## src/rtl/im_loader_pkg.sv

```systemverilog
`default_nettype none
// ============================================================================
// Module      : im_loader_pkg
// Description : Shared states and frame constants for the instruction-memory
//               loader.
// Revision    : 1.0
// ============================================================================
package im_loader_pkg;

    localparam logic [31:0] c_IM_BASE_ADDR = 32'h0000_3000;
    localparam int          c_LEN_BYTES    = 2;
    localparam int          c_WORD_BYTES   = 4;
    localparam int          c_CHK_BYTES    = 1;

    typedef enum logic [2:0] {
        S_IDLE   = 3'd0,
        S_LEN_HI = 3'd1,
        S_LEN_LO = 3'd2,
        S_DATA   = 3'd3,
        S_CHK    = 3'd4,
        S_DONE   = 3'd5,
        S_ERR    = 3'd6
    } state_t;

endpackage
`default_nettype wire

```

## src/rtl/im_word_packer.sv

```systemverilog
`default_nettype none
// ============================================================================
// Module      : im_word_packer
// Description : Packs bytes MSB-first into 32-bit words and keeps the running
//               XOR checksum of every packed byte.
// Revision    : 1.0
// ============================================================================
module im_word_packer
    import im_loader_pkg::*;
(
    input  logic        clk,
    input  logic        reset,
    input  logic        i_clear,
    input  logic        i_byte_en,
    input  logic [7:0]  i_byte,
    output logic        o_last_byte,
    output logic        o_word_ready,
    output logic [31:0] o_word,
    output logic [7:0]  o_checksum
);

    localparam logic [1:0] c_LAST_IDX = 2'(c_WORD_BYTES - 1);

    logic [1:0]  r_byte_cnt;
    logic [23:0] r_shift;
    logic [31:0] r_word;
    logic        r_word_ready;
    logic [7:0]  r_checksum;

    assign o_last_byte  = i_byte_en && (r_byte_cnt == c_LAST_IDX);
    assign o_word_ready = r_word_ready;
    assign o_word       = r_word;
    assign o_checksum   = r_checksum;

    // The finished word is copied out so the shifter can take the next
    // word's first byte in the same cycle the write strobe is high.
    always_ff @(posedge clk or negedge reset) begin
        if (!reset) begin
            r_byte_cnt   <= 2'd0;
            r_shift      <= 24'd0;
            r_word       <= 32'd0;
            r_word_ready <= 1'b0;
            r_checksum   <= 8'd0;
        end else begin
            r_word_ready <= 1'b0;
            if (i_clear) begin
                r_byte_cnt <= 2'd0;
                r_shift    <= 24'd0;
                r_checksum <= 8'd0;
            end else if (i_byte_en) begin
                r_checksum <= r_checksum ^ i_byte;
                r_shift    <= {r_shift[15:0], i_byte};
                if (o_last_byte) begin
                    r_word       <= {r_shift, i_byte};
                    r_word_ready <= 1'b1;
                    r_byte_cnt   <= 2'd0;
                end else begin
                    r_byte_cnt <= r_byte_cnt + 2'd1;
                end
            end
        end
    end

endmodule
`default_nettype wire

```

## src/rtl/im_loader.sv

```systemverilog
`default_nettype none
// ============================================================================
// Module      : im_loader
// Description : Loads a length-prefixed, XOR-checked byte stream into the
//               instruction memory and holds the CPU until it is verified.
// Revision    : 1.0
// ============================================================================
module im_loader
    import im_loader_pkg::*;
#(
    parameter int DEPTH_WORDS = 4096,
    parameter int ADDR_W      = 12
) (
    input  logic              clk,
    input  logic              reset,
    input  logic              start,
    input  logic              rx_valid,
    input  logic [7:0]        rx_data,
    output logic              rx_ready,
    output logic              im_we,
    output logic [ADDR_W-1:0] im_waddr,
    output logic [31:0]       im_wdata,
    output logic              cpu_hold,
    output logic              done,
    output logic              err,
    output logic [ADDR_W:0]   words_loaded
);

    state_t          r_state;
    state_t          w_next;
    logic [7:0]      r_len_hi;
    logic [15:0]     r_len;
    logic [ADDR_W:0] r_words_loaded;

    logic        w_xfer;
    logic        w_clear;
    logic        w_byte_en;
    logic        w_last_byte;
    logic        w_last_word;
    logic        w_word_ready;
    logic [15:0] w_len;
    logic [7:0]  w_checksum;

    assign rx_ready     = (r_state == S_LEN_HI) || (r_state == S_LEN_LO) ||
                          (r_state == S_DATA)   || (r_state == S_CHK);
    assign w_xfer       = rx_valid && rx_ready;
    assign w_byte_en    = w_xfer && (r_state == S_DATA);
    assign w_len        = {r_len_hi, rx_data};
    // Word index of the byte in flight equals words already written, since
    // each write lands three cycles before the next word can complete.
    assign w_last_word  = (32'(r_words_loaded) + 32'd1) == {16'd0, r_len};

    assign done         = (r_state == S_DONE);
    assign err          = (r_state == S_ERR);
    assign cpu_hold     = (r_state != S_DONE);
    assign im_we        = w_word_ready;
    assign im_waddr     = r_words_loaded[ADDR_W-1:0];
    assign words_loaded = r_words_loaded;

    im_word_packer u_packer (
        .clk          (clk),
        .reset        (reset),
        .i_clear      (w_clear),
        .i_byte_en    (w_byte_en),
        .i_byte       (rx_data),
        .o_last_byte  (w_last_byte),
        .o_word_ready (w_word_ready),
        .o_word       (im_wdata),
        .o_checksum   (w_checksum)
    );

    always_comb begin
        w_next  = r_state;
        w_clear = 1'b0;
        case (r_state)
            S_IDLE, S_DONE, S_ERR: begin
                if (start) begin
                    w_next  = S_LEN_HI;
                    w_clear = 1'b1;
                end
            end
            S_LEN_HI: begin
                if (w_xfer) w_next = S_LEN_LO;
            end
            S_LEN_LO: begin
                if (w_xfer) begin
                    if ({16'd0, w_len} > 32'(DEPTH_WORDS)) w_next = S_ERR;
                    else if (w_len == 16'd0)              w_next = S_CHK;
                    else                                   w_next = S_DATA;
                end
            end
            S_DATA: begin
                if (w_last_byte && w_last_word) w_next = S_CHK;
            end
            S_CHK: begin
                if (w_xfer) w_next = (rx_data == w_checksum) ? S_DONE : S_ERR;
            end
            default: w_next = S_IDLE;
        endcase
    end

    always_ff @(posedge clk or negedge reset) begin
        if (!reset) begin
            r_state        <= S_IDLE;
            r_len_hi       <= 8'd0;
            r_len          <= 16'd0;
            r_words_loaded <= '0;
        end else begin
            r_state <= w_next;
            if (w_xfer && (r_state == S_LEN_HI)) r_len_hi <= rx_data;
            if (w_xfer && (r_state == S_LEN_LO)) r_len    <= w_len;
            if (w_clear)           r_words_loaded <= '0;
            else if (w_word_ready) r_words_loaded <= r_words_loaded + 1'b1;
        end
    end

endmodule
`default_nettype wire

```

## config.mk

```make
export PLATFORM = sky130hd
export DESIGN_NAME = im_loader
export DESIGN_NICKNAME = d
export VERILOG_FILES = /design/src/rtl/im_loader_pkg.sv /design/src/rtl/im_word_packer.sv /design/src/rtl/im_loader.sv
export SDC_FILE = /design/constraint.sdc
export NUM_CORES = 1
export LEC_CHECK = 0
export ABC_AREA = 1
export BUFFER_PORTS_ARGS = -buffer_cell sky130_fd_sc_hd__buf_2
export CAP_MARGIN = 20
export CORE_UTILIZATION = 40
export DETAILED_ROUTE_END_ITERATION = 6
export SKIP_LAST_GASP = 1
export SYNTH_ARGS = -nofsm -noshare
export SYNTH_HDL_FRONTEND = slang
export SYNTH_SLANG_ARGS = --single-unit
```

## constraint.sdc

```tcl
create_clock -name clk -period 1.7 [get_ports clk]
set_input_delay 0.255 -clock clk [delete_from_list [all_inputs] [get_ports clk]]
set_output_delay 0.255 -clock clk [all_outputs]
set_load 0.005 [all_outputs]
```

==> results.yml <==
layout:
  drive_gt1_share_pct: 29.8
  num-fill-cells: 1159
  register_area_mm2: 0.00268
  area_growth_pct: 33.3
  insertedDiodeCount: 0
  multi_input_area_mm2: 0.00208
  layout.nets: 795
setup_path:
  worstPathCellList: "buf_4 -> nand2_1 -> nor2_4 -> nand2_1 -> nand2_1 -> nand2_1 -> nand2_1 -> nand2_1 -> nor2_1 -> nand2_1 -> nor2_1 -> nand2_1 -> nand2_2 -> nand2_2 -> nand2_1 -> nand2_1"
  crit_required_ns: 1.95
  end_kind: "flip-flop"
  critPathMaxFanout: 7
  critPathKind: "flip-flop to flip-flop"
  r2r_setup_slack_ns: -0.19
  cpMaxStageDelayCell: "dfrtp_2"
  cpMostUsedCell: "nand2_1"
  crit_path_max_incr_delay_ns: 0.41
  start_kind: "flip-flop"
  arrival_ns: 2.14
global_routing:
  grt_pass1_wl_um: 20200
  grt_start_max_net_pins: 49
  grt_pass1_vias: 4138
  grt_antenna_before_repair: 0
  grt_overflow: 0
  grt_usage_pct: 19.8
placement:
  io_buffers: 73
  finalWeightedCongestion: 0.837
  place_ws_ns: -0.202
  dp_hpwl_um: 8730
status:
  status: "finished with violations"
  violations: "setup timing"
timing:
  skew_ns: 0.00769
  finalMaxSlewViolations: 0
  tightest_slew_ns: 0.349
  fmax_mhz: 529
  hold_viol: 0
  rsz0062_at_grt: "true"
  setup_viol: 34
  finalCriticalPeriod_ns: 1.89
  timing.final.ws_setup_ns: -0.190
  hold_slack_ns: 0.292
  slew_headroom_pct: 76.6
  period_share_pct: 111
clock_tree:
  cts_buffer_depth: 2
  clk_pin_slew_ns: 0.07
  cts_max_level: 3
  clock_sinks: 107
  cts-root-buf: "clkbuf_16"
  cts-buffers-inserted: 9
  worstSkewPairLatency_ns: 0.35
  cts_tree: "yes"
drt:
  first_pass_iters: 5
  vias: 4512
  antenna_left: 0
  drc: 0
  routedWlPerCell_um: 13.6
  route.met3.wl_um: 592
  via_per_inst: 4.71
  top_layer: "met4"
  routed_wl_um: 13000
  met1_length_um: 6160
  wl_met2_um: 6110
  first_iter_violations: 197
synthesis:
  synth.most_common_cell: "nand2_1"
  synth.top_cell.area_share_pct: 52.0
  syn_nets: 665
  yosys-top-cells-count: "nand2_1 (162), inv_1 (108), dfrtp_1 (107)"
  synth_area_leaders: "dfrtp_1 (52%), nand2_1 (12%), inv_1 (7.9%)"
  netlist_area_mm2: 0.00515
  synth-edff-count: 0
  synth.largest_area_cell: "dfrtp_1"
  synthFlopType: "dfrtp_1"
  avgSynthCellArea_um2: 7.91
  synth_warnings: 0
  ys_ff_latch: 107
  ys_types: 34
  synth_cells: 651
  async_flop_share_pct: 100
  synth.yosys.seq_area_share_pct: 52.0
power:
  ir_drop_mv: 0.821
  p_per_area_mw_per_mm2: 1310
  power.static_leakage_nw: 3.77
floorplan:
  pin_count: 74
  core_area_mm2: 0.0126
  fp-row-count: 41
  die_h_um: 115
  die_area_mm2: 0.0133
  initial_core_util_pct: 41.0
  fp.dieW_um: 115
min_path:
  hp-class: "primary input to flip-flop"
flow_run:
  cap_violations: 0
sequential cells by signal, indices dropped and copies added, names as in the netlist:
register / count
u_packer.o_checksum: 8
u_packer.r_byte_cnt: 2
u_packer.r_shift: 24
words_loaded: 13
u_packer.o_word: 32
u_packer.o_word_ready: 1
r_state: 3
r_len_hi: 8
r_len: 16
cell type report:
cell class              count  area share [%]
clock buffers               9            3.28
clock inverters             7            1.48
inverters                 113            6.29
multi-input cells         400            30.3
flip-flops and latches    107            39.1
well taps                 172            3.13
repair buffers            150            16.4
what timing repair did:
item	CTS	global route
hold endpoints to repair	18	0
hold buffers	1	0
cloned	2	3
pin swaps	5	7
resized for setup	27	49
endpoints found under the setup margin	39	43
buffers inserted	7	5
per-layer routing:
metal / up-vias / GRT usage, %
met1: 2115 / 27.1
met4: 0 / 5.54
met2: 100 / 31.3
li1: 2282 / -
met3: 15 / 5.07
met5: - / 0
cells in the final DEF, fill, tap and decap left out, types with 2 or more instances in the layout:
cell type	instances
nand2_1	157
dfrtp_1	103
inv_1	102
buf_2	71
buf_4	61
nor2_1	58
o21ai_0	55
nand3_1	27
a21oi_2	27
a21oi_1	14
clkbuf_16	12
inv_2	8
xnor2_1	8
nand4_1	6
nand3b_1	6
buf_6	6
buf_12	6
nand2_2	5
nor2_4	5
o21ai_1	5
nor2_2	4
a21oi_4	4
dfrtp_2	4
nor3_1	3
nor3_4	2
nand2_4	2
bufinv_16	2
clkinv_4	2
final timing paths:
kind	start	cells after the start	end
min reg2reg	u_packer.o_word[28]	2	u_packer.o_word[28]
max	words_loaded[1]	16	r_state[1]
min in group asynchronous	reset	2	words_loaded[10]
min	rx_data[2]	5	u_packer.o_checksum[2]
max in group asynchronous	reset	3	u_packer.o_word[6]
max reg2reg	words_loaded[1]	16	r_state[1]
kinds of logic (layout without fill, tap and decap cells):
kind of cell	after synthesis	count (layout)	share of synthesized area (%)
AOI/OAI and AO/OA	112	112	11.7
and+or+nand+nor	278	278	22.5
xor gates and xnor gates	8	8	1.36
DFF	107	107	52.0
adders and majority gates	2	2	0.486
buffers and inverters	144	279	12.0
critical path: cells and delay by family, from the launching register on:
kind / cells / cell delay [ns]
simple gates: 15 / 1.24
buf+inv: 1 / 0.12
flops: 1 / 0.41
power breakdown:
group	switching (mW)	total (mW)	internal (mW)	leakage, nW
registers	0.387	3.43	3.05	1.44
clock network	0.965	2.27	1.30	0.158
logic	1.77	3.29	1.52	2.17
stage by stage:
| stage | TNS (ns) | area (um2) | std cells | utilization (%) | power, mW |
|---|---|---|---|---|---|
| floorplan | 0 | 5170 | 651 | - | 4.92 |
| global placement | -0.417 | 6060 | 925 | 48.2 | 5.66 |
| detailed placement | -0.595 | 6060 | 925 | 48.2 | 5.75 |
| CTS | -1.76 | 6590 | 951 | 52.4 | 8.51 |
| global route | -6.04 | 6870 | 958 | 54.6 | 9.53 |
| finish | -2.75 | 6870 | 958 | 54.6 | 8.99 |
(Power assumes the default switching activity.)
